`config.mk`:
```
export PLATFORM = sky130hd
export DESIGN_NAME = seq_divider_n
export DESIGN_NICKNAME = d
export VERILOG_FILES = /design/src/rtl/arith_pkg.sv /design/src/rtl/twos_negate_n.sv /design/src/rtl/seq_divider_n.sv
export SDC_FILE = /design/constraint.sdc
export NUM_CORES = 1
export LEC_CHECK = 0
export BUFFER_PORTS_ARGS = -buffer_cell sky130_fd_sc_hd__buf_2
export CORE_AREA = 2 2 105 107
export DETAILED_ROUTE_END_ITERATION = 8
export DIE_AREA = 0 0 107 109
export GPL_TIMING_DRIVEN = 1
export MAX_ROUTING_LAYER = met4
export PLACE_DENSITY_LB_ADDON = 0.1
export SLEW_MARGIN = 0
export SYNTH_ARGS = -nofsm -noshare
export SYNTH_HDL_FRONTEND = slang
export SYNTH_SLANG_ARGS = --single-unit
```
`constraint.sdc`:
```
create_clock -name clk -period 4.05 [get_ports clk]
set_input_delay 0.2025 -clock clk [delete_from_list [all_inputs] [get_ports clk]]
set_output_delay 0.2025 -clock clk [all_outputs]
set_load 0.02 [all_outputs]
```
`src/rtl/arith_pkg.sv`:
```
// Shared arithmetic definitions: divider FSM encoding and the divide-by-zero quotient.
// Latency: none (types and constant functions only).
// Backpressure: not applicable.
package arith_pkg;

    typedef enum logic [1:0] {
        S_IDLE = 2'd0,
        S_PREP = 2'd1,
        S_ITER = 2'd2,
        S_FIX  = 2'd3
    } div_state_t;

    // Quotient reported on divide-by-zero: all ones in the low n bits.
    function automatic logic [63:0] div_zero_q(input int unsigned n);
        return (n >= 64) ? ~64'd0 : ((64'd1 << n) - 64'd1);
    endfunction

endpackage

```
`src/rtl/twos_negate_n.sv`:
```
// Conditional two's-complement negation: y = en ? -a : a.
// Latency: combinational.
// Backpressure: none.
// Ports: a (N-bit operand), en (negate when high), y (N-bit result).
module twos_negate_n #(
    parameter int N = 8
) (
    input  logic [N-1:0] a,
    input  logic         en,
    output logic [N-1:0] y
);

    assign y = en ? (~a + N'(1)) : a;

endmodule

```
`src/rtl/seq_divider_n.sv`:
```
// Multi-cycle restoring divider, signed or unsigned, with div-by-zero and overflow flags.
// Latency: N+2 cycles from the accepting edge to done (2 cycles on divide-by-zero).
// Backpressure: start is only honoured in IDLE; a start while busy is dropped, not queued.
// Ports: clk, rst (async, active-high); start, signed_mode, dividend, divisor (captured on
//   the accepting edge); busy, done (one-cycle pulse); quotient, remainder, div_by_zero,
//   overflow (registered, held until the next done).
module seq_divider_n
    import arith_pkg::*;
#(
    parameter int N = 8
) (
    input  logic         clk,
    input  logic         rst,
    input  logic         start,
    input  logic         signed_mode,
    input  logic [N-1:0] dividend,
    input  logic [N-1:0] divisor,
    output logic         busy,
    output logic         done,
    output logic [N-1:0] quotient,
    output logic [N-1:0] remainder,
    output logic         div_by_zero,
    output logic         overflow
);

    localparam int CNT_W = $clog2(N + 1);
    localparam logic [N-1:0] DZ_Q    = N'(div_zero_q(N));
    localparam logic [N-1:0] MIN_NEG = {1'b1, {(N-1){1'b0}}};

    div_state_t        state_q, state_d;
    logic [CNT_W-1:0]  cnt_q, cnt_d;
    logic [N-1:0]      dvd_q, dvd_d;          // raw operands as captured
    logic [N-1:0]      dvs_q, dvs_d;
    logic              sgn_q, sgn_d;
    logic [N-1:0]      quo_q, quo_d;          // dividend magnitude shifting out, quotient shifting in
    logic [N-1:0]      rem_q, rem_d;          // partial remainder; always < |divisor| so N bits hold it
    logic [N-1:0]      mag_dvs_q, mag_dvs_d;
    logic              neg_q_q, neg_q_d;
    logic              neg_r_q, neg_r_d;
    logic              dbz_q, dbz_d;
    logic              ovf_q, ovf_d;
    logic              busy_q, busy_d;
    logic              done_q, done_d;
    logic [N-1:0]      quotient_q, quotient_d;
    logic [N-1:0]      remainder_q, remainder_d;
    logic              div_by_zero_q, div_by_zero_d;
    logic              overflow_q, overflow_d;

    logic [N-1:0]      abs_dvd, abs_dvs, q_fixed, r_fixed;
    logic [N:0]        shifted, trial;

    twos_negate_n #(.N(N)) u_abs_dvd (.a(dvd_q), .en(sgn_q & dvd_q[N-1]), .y(abs_dvd));
    twos_negate_n #(.N(N)) u_abs_dvs (.a(dvs_q), .en(sgn_q & dvs_q[N-1]), .y(abs_dvs));
    twos_negate_n #(.N(N)) u_fix_quo (.a(quo_q), .en(neg_q_q),            .y(q_fixed));
    twos_negate_n #(.N(N)) u_fix_rem (.a(rem_q), .en(neg_r_q),            .y(r_fixed));

    // N+1-bit trial subtraction; bit N is the sign of (shifted - |divisor|).
    assign shifted = {rem_q, quo_q[N-1]};
    assign trial   = shifted - {1'b0, mag_dvs_q};

    always_comb begin
        state_d       = state_q;
        cnt_d         = cnt_q;
        dvd_d         = dvd_q;
        dvs_d         = dvs_q;
        sgn_d         = sgn_q;
        quo_d         = quo_q;
        rem_d         = rem_q;
        mag_dvs_d     = mag_dvs_q;
        neg_q_d       = neg_q_q;
        neg_r_d       = neg_r_q;
        dbz_d         = dbz_q;
        ovf_d         = ovf_q;
        busy_d        = busy_q;
        done_d        = 1'b0;
        quotient_d    = quotient_q;
        remainder_d   = remainder_q;
        div_by_zero_d = div_by_zero_q;
        overflow_d    = overflow_q;

        case (state_q)
            S_IDLE: begin
                if (start) begin
                    dvd_d   = dividend;
                    dvs_d   = divisor;
                    sgn_d   = signed_mode;
                    busy_d  = 1'b1;
                    state_d = S_PREP;
                end
            end
            S_PREP: begin
                quo_d     = abs_dvd;
                mag_dvs_d = abs_dvs;
                neg_q_d   = sgn_q & (dvd_q[N-1] ^ dvs_q[N-1]);
                neg_r_d   = sgn_q & dvd_q[N-1];
                dbz_d     = (dvs_q == '0);
                // MIN / -1 needs no special datapath: |MIN| wraps back to MIN unnegated.
                ovf_d     = sgn_q & (dvd_q == MIN_NEG) & (dvs_q == '1);
                rem_d     = '0;
                cnt_d     = '0;
                state_d   = (dvs_q == '0) ? S_FIX : S_ITER;
            end
            S_ITER: begin
                rem_d = trial[N] ? shifted[N-1:0] : trial[N-1:0];
                quo_d = {quo_q[N-2:0], ~trial[N]};
                cnt_d = cnt_q + CNT_W'(1);
                if (cnt_q == CNT_W'(N - 1)) begin
                    state_d = S_FIX;
                end
            end
            S_FIX: begin
                if (dbz_q) begin
                    quotient_d    = DZ_Q;
                    remainder_d   = dvd_q;
                    div_by_zero_d = 1'b1;
                    overflow_d    = 1'b0;
                end else begin
                    quotient_d    = q_fixed;
                    remainder_d   = r_fixed;
                    div_by_zero_d = 1'b0;
                    overflow_d    = ovf_q;
                end
                done_d  = 1'b1;
                busy_d  = 1'b0;
                state_d = S_IDLE;
            end
            default: state_d = S_IDLE;
        endcase
    end

    always_ff @(posedge clk or posedge rst) begin
        if (rst) begin
            state_q       <= S_IDLE;
            cnt_q         <= '0;
            dvd_q         <= '0;
            dvs_q         <= '0;
            sgn_q         <= 1'b0;
            quo_q         <= '0;
            rem_q         <= '0;
            mag_dvs_q     <= '0;
            neg_q_q       <= 1'b0;
            neg_r_q       <= 1'b0;
            dbz_q         <= 1'b0;
            ovf_q         <= 1'b0;
            busy_q        <= 1'b0;
            done_q        <= 1'b0;
            quotient_q    <= '0;
            remainder_q   <= '0;
            div_by_zero_q <= 1'b0;
            overflow_q    <= 1'b0;
        end else begin
            state_q       <= state_d;
            cnt_q         <= cnt_d;
            dvd_q         <= dvd_d;
            dvs_q         <= dvs_d;
            sgn_q         <= sgn_d;
            quo_q         <= quo_d;
            rem_q         <= rem_d;
            mag_dvs_q     <= mag_dvs_d;
            neg_q_q       <= neg_q_d;
            neg_r_q       <= neg_r_d;
            dbz_q         <= dbz_d;
            ovf_q         <= ovf_d;
            busy_q        <= busy_d;
            done_q        <= done_d;
            quotient_q    <= quotient_d;
            remainder_q   <= remainder_d;
            div_by_zero_q <= div_by_zero_d;
            overflow_q    <= overflow_d;
        end
    end

    assign busy        = busy_q;
    assign done        = done_q;
    assign quotient    = quotient_q;
    assign remainder   = remainder_q;
    assign div_by_zero = div_by_zero_q;
    assign overflow    = overflow_q;

endmodule

```
==> out/metrics.csv <==
stage,metric,value,unit
status,status,completed,
worst_setup_path,critPathKind,reg -> reg,
drt,dr.pass1.iters,4,
clock_tree,cts_resized,0,
global_routing,globalRouteTotalUtil,17.85,%
timing,rsz0062_at_grt,no,
timing,fin_crit,2.535,ns
worst_setup_path,required,4.26,ns
drt,vias,3087,
clock_tree,cts.sinks,71,
global_routing,grt_pass1_vias,2954,
worst_setup_path,critPathLaunchType,register,
pwr,clkPwrFrac,17.6,%
cells_and_area,multi_input_area,2101,um^2
synthesis,synth_cell_types,53,
pwr,ir_drop,0.3606,mV
floorplan,rows,38,
worst_setup_path,endpoint_kind,register,
cells_and_area,drive_gt1_share,21.52,%
place,routabilityCongestion,0.8118,
pwr,p_sw_share,42.37,%
floorplan,io_pins,40,
worst_setup_path,max_stage_delay,0.40,ns
cells_and_area,seqCellArea,1777,um^2
cells_and_area,insertedDiodeCount,0,
place,placed_area,4405,um^2
clock_tree,clock_path_buffers,2,
pwr,internal-power,2.122,mW
worst_setup_path,crit_buf_inv,2,
worst_setup_path,regToRegStartpoint,quo_q[7],
worst_setup_path,timing.rr.end,rem_q[1],
drt,drc_errors,0,
synthesis,synth_edf_count,0,
cells_and_area,final_area,4628,um^2
drt,wire_per_inst,15.33,um
clock_tree,cts_made_buffers,9,
global_routing,overflow,0,
synthesis,yosysWarningCount,0,
place,place_inst,584,
drt,drt-initial-drc-count,217,
clock_tree,post_cts_buffers,0,
floorplan,core_area,10600,um^2
timing,maxSlewViolCount,0,
floorplan,start_util,38.60,%
pwr,comb_power_share,46.9,%
cells_and_area,final_net_count,494,
synthesis,avgSynthCellArea,9.744,um^2
timing,fin_ws,1.515,ns
global_routing,grt_pass1_wl,15.60,mm
clock_tree,postCtsHoldBufs,0,
job,drv_cap,0,
worst_setup_path,r2r_slack,1.51,ns
synthesis,synth_async_sr_flop_share,100.0,%
worst_setup_path,crit_slowest_cell,fa_1,
timing,max-slew-margin-rel,36.62,%
place,io_buffers,39,
cells_and_area,syn_to_final_growth,13.08,%
cells_and_area,fill_cells,1045,
synthesis,synthFlopType,dfrtp_1,
timing,clock_skew,0.01183,ns
pwr,p_per_area,795.6,nW/um^2
timing,fmax,394.4,MHz
worst_setup_path,path_delay_family,compound AO/OA/AOI/OAI gates,
timing,final-setup-viol-count,0,
floorplan,die_y,109,um
place,dp_hpwl,6.782,mm
global_routing,grt_max_degree,45,
timing,finalHoldViolCount,0,
synthesis,ys_ff_latch,71,
clock_tree,cts_root_buffer,clkbuf_8,
floorplan,die_w,107,um
floorplan,die_area,11660,um^2
synthesis,netlist_instances,420,
worst_setup_path,cp_cell_sequence,"inv_1, ha_1, fa_1, nand2b_1, a211o_1, a21oi_1, buf_4, and2_1, o221ai_2",
cells_and_area,final_cells,600,
clock_tree,tritoncts,done,
drt,vias_per_cell,5.145,
pwr,total_power,3.682,mW
timing,whs,0.05573,ns
worst_setup_path,worstRegToRegCells,9,
cells_and_area,utilization,43.65,%
pwr,power_frac_seq,35.6,%
timing,worst_pin_slew,0.9493,ns
timing,finalSetupTns,0,ns
synthesis,syn_area,4093,um^2
min_path,hold_path.class,in -> async,
clock_tree,htreeDepth,3,
clock_tree,clk_pin_slew_worst_paths,0.08,ns
timing,fin_crit_sh,62.60,%
global_routing,antenna_found_initial,0,
synthesis,syn-num-nets,459,
place,post-place-ws,1.519,ns
clock_tree,insertion_delay,0.35,ns
pwr,p_leak,2.077,nW
worst_setup_path,crit_fanout,11,
drt,routed_wirelength,9.197,mm
worst_setup_path,cp_data_arrival_time,2.74,ns
synthesis,seq_area_frac_synth,43.41,%
drt,ant_nets,0,
pwr,p_sw,1.560,mW
## metal layers
layer	global-route usage (%)	wire length [um]	up-vias	part of all wire [%]
met5	-	0	-	0
met4	5.288	82	0	0.89
met3	3.048	371	8	4.0
met2	25.80	4225	55	46
met1	25.72	4519	1479	49
li1	-	-	1545	-
## power by group through the flow
stage | registers (mW) | logic (mW) | clock network [mW]
6_report | 1.31 | 1.73 | 0.647
3_3_place_gp | 1.32 | 1.73 | 0
5_1_grt | 1.36 | 1.97 | 0.692
2_1_floorplan | 1.32 | 1.28 | 0
3_5_place_dp | 1.33 | 1.73 | 0
4_1_cts | 1.31 | 1.74 | 0.668
## placed cells by master, fill, tap and decap left out, drive strengths merged, types with 3 or more instances in the layout
cell type / instances
dfrtp: 71
o221ai: 3
xnor2: 19
o211ai: 3
o22a: 7
buf: 43
inv: 34
nor3: 7
a21oi: 23
and2: 3
nand2b: 7
a31oi: 5
a2111oi: 3
clkbuf: 11
xor2: 7
ha: 18
mux2i: 7
nand2: 40
nor2b: 4
o31ai: 5
o21ai: 33
mux2: 28
a21o: 3
nor2: 28
o22ai: 5
nand3: 10
nand4: 3
## cell families (layout without fill, tap and decap cells)
logic type	after synthesis	after routing	synth area share, %
AOI/OAI and AO/OA	102	102	17.24
xor gates and xnor gates	26	26	5.564
adders and majority gates	19	19	5.992
buffers and inverters	53	93	5.258
DFF	71	71	43.41
muxes	35	35	9.416
and+or+nand+nor	114	114	13.12
## worst reg2reg max path, cell delays in order, from the launching register on
cell and delay, ns:
dfrtp_1 0.36, inv_1 0.08, ha_1 0.22, fa_1 0.40, nand2b_1 0.18, a211o_1 0.33
a21oi_1 0.15, buf_4 0.19, and2_1 0.34, o221ai_2 0.15
## synth_stat cells (2+ instances only)
master	number	area share (%)
dfrtp_1	71	43
nand2_1	39	3.6
inv_1	34	3.1
o21ai_0	29	3.5
mux2_2	28	7.7
nor2_1	28	2.6
a21oi_1	23	2.8
xnor2_1	19	4.1
ha_1	18	5.5
clkbuf_1	15	1.4
nand3_1	10	1.2
mux2i_1	7	1.7
nand2b_1	7	1.1
nor3_1	7	0.86
o22a_1	7	1.5
xor2_1	7	1.5
a31oi_1	5	0.76
o22ai_1	5	0.76
nor2b_1	4	0.61
o21ai_1	4	0.49
o31ai_1	4	0.73
a21o_1	3	0.55
and2_1	3	0.46
nand4_1	3	0.46
o221ai_2	3	1.1
a2111oi_0	2	0.43
a211o_1	2	0.43
a211oi_1	2	0.37
buf_6	2	0.55
nand3b_1	2	0.37
nand4b_1	2	0.43
nor4_1	2	0.31
o211ai_2	2	0.61
o41ai_2	2	0.79
## sequential cells by signal, summed over array words and instances (netlist names)
register,count
rem_q,8
remainder,8
quo_q,8
dvd_q,8
quotient,8
done,1
cnt_q,4
div_by_zero,1
dbz_q,1
neg_q_q,1
state_q,2
dvs_q,8
busy,1
ovf_q,1
neg_r_q,1
mag_dvs_q,8
sgn_q,1
overflow,1
## how the worst max path moves through the flow
stage                          end  slack (ns)     start  cells after the start
after CTS                 rem_q[2]        1.52  quo_q[7]                      8
after detailed placement  rem_q[4]        1.52  quo_q[7]                      9
final                     rem_q[1]        1.51  quo_q[7]                      9
after global routing      rem_q[2]        1.34  quo_q[7]                      8
after floorplan           rem_q[5]        1.82  quo_q[7]                      9
after global placement    rem_q[2]        1.56  quo_q[7]                      8
## final cells by class
type / count / share of cell area [%]
inverters: 34 / 2.757
multi-input cells: 296 / 45.39
well taps: 140 / 3.785
clock buffers: 11 / 3.055
repair buffers: 43 / 4.866
clock inverters: 5 / 1.757
flip-flops and latches: 71 / 38.39
No activity file was read; power rests on OpenSTA's default activity.
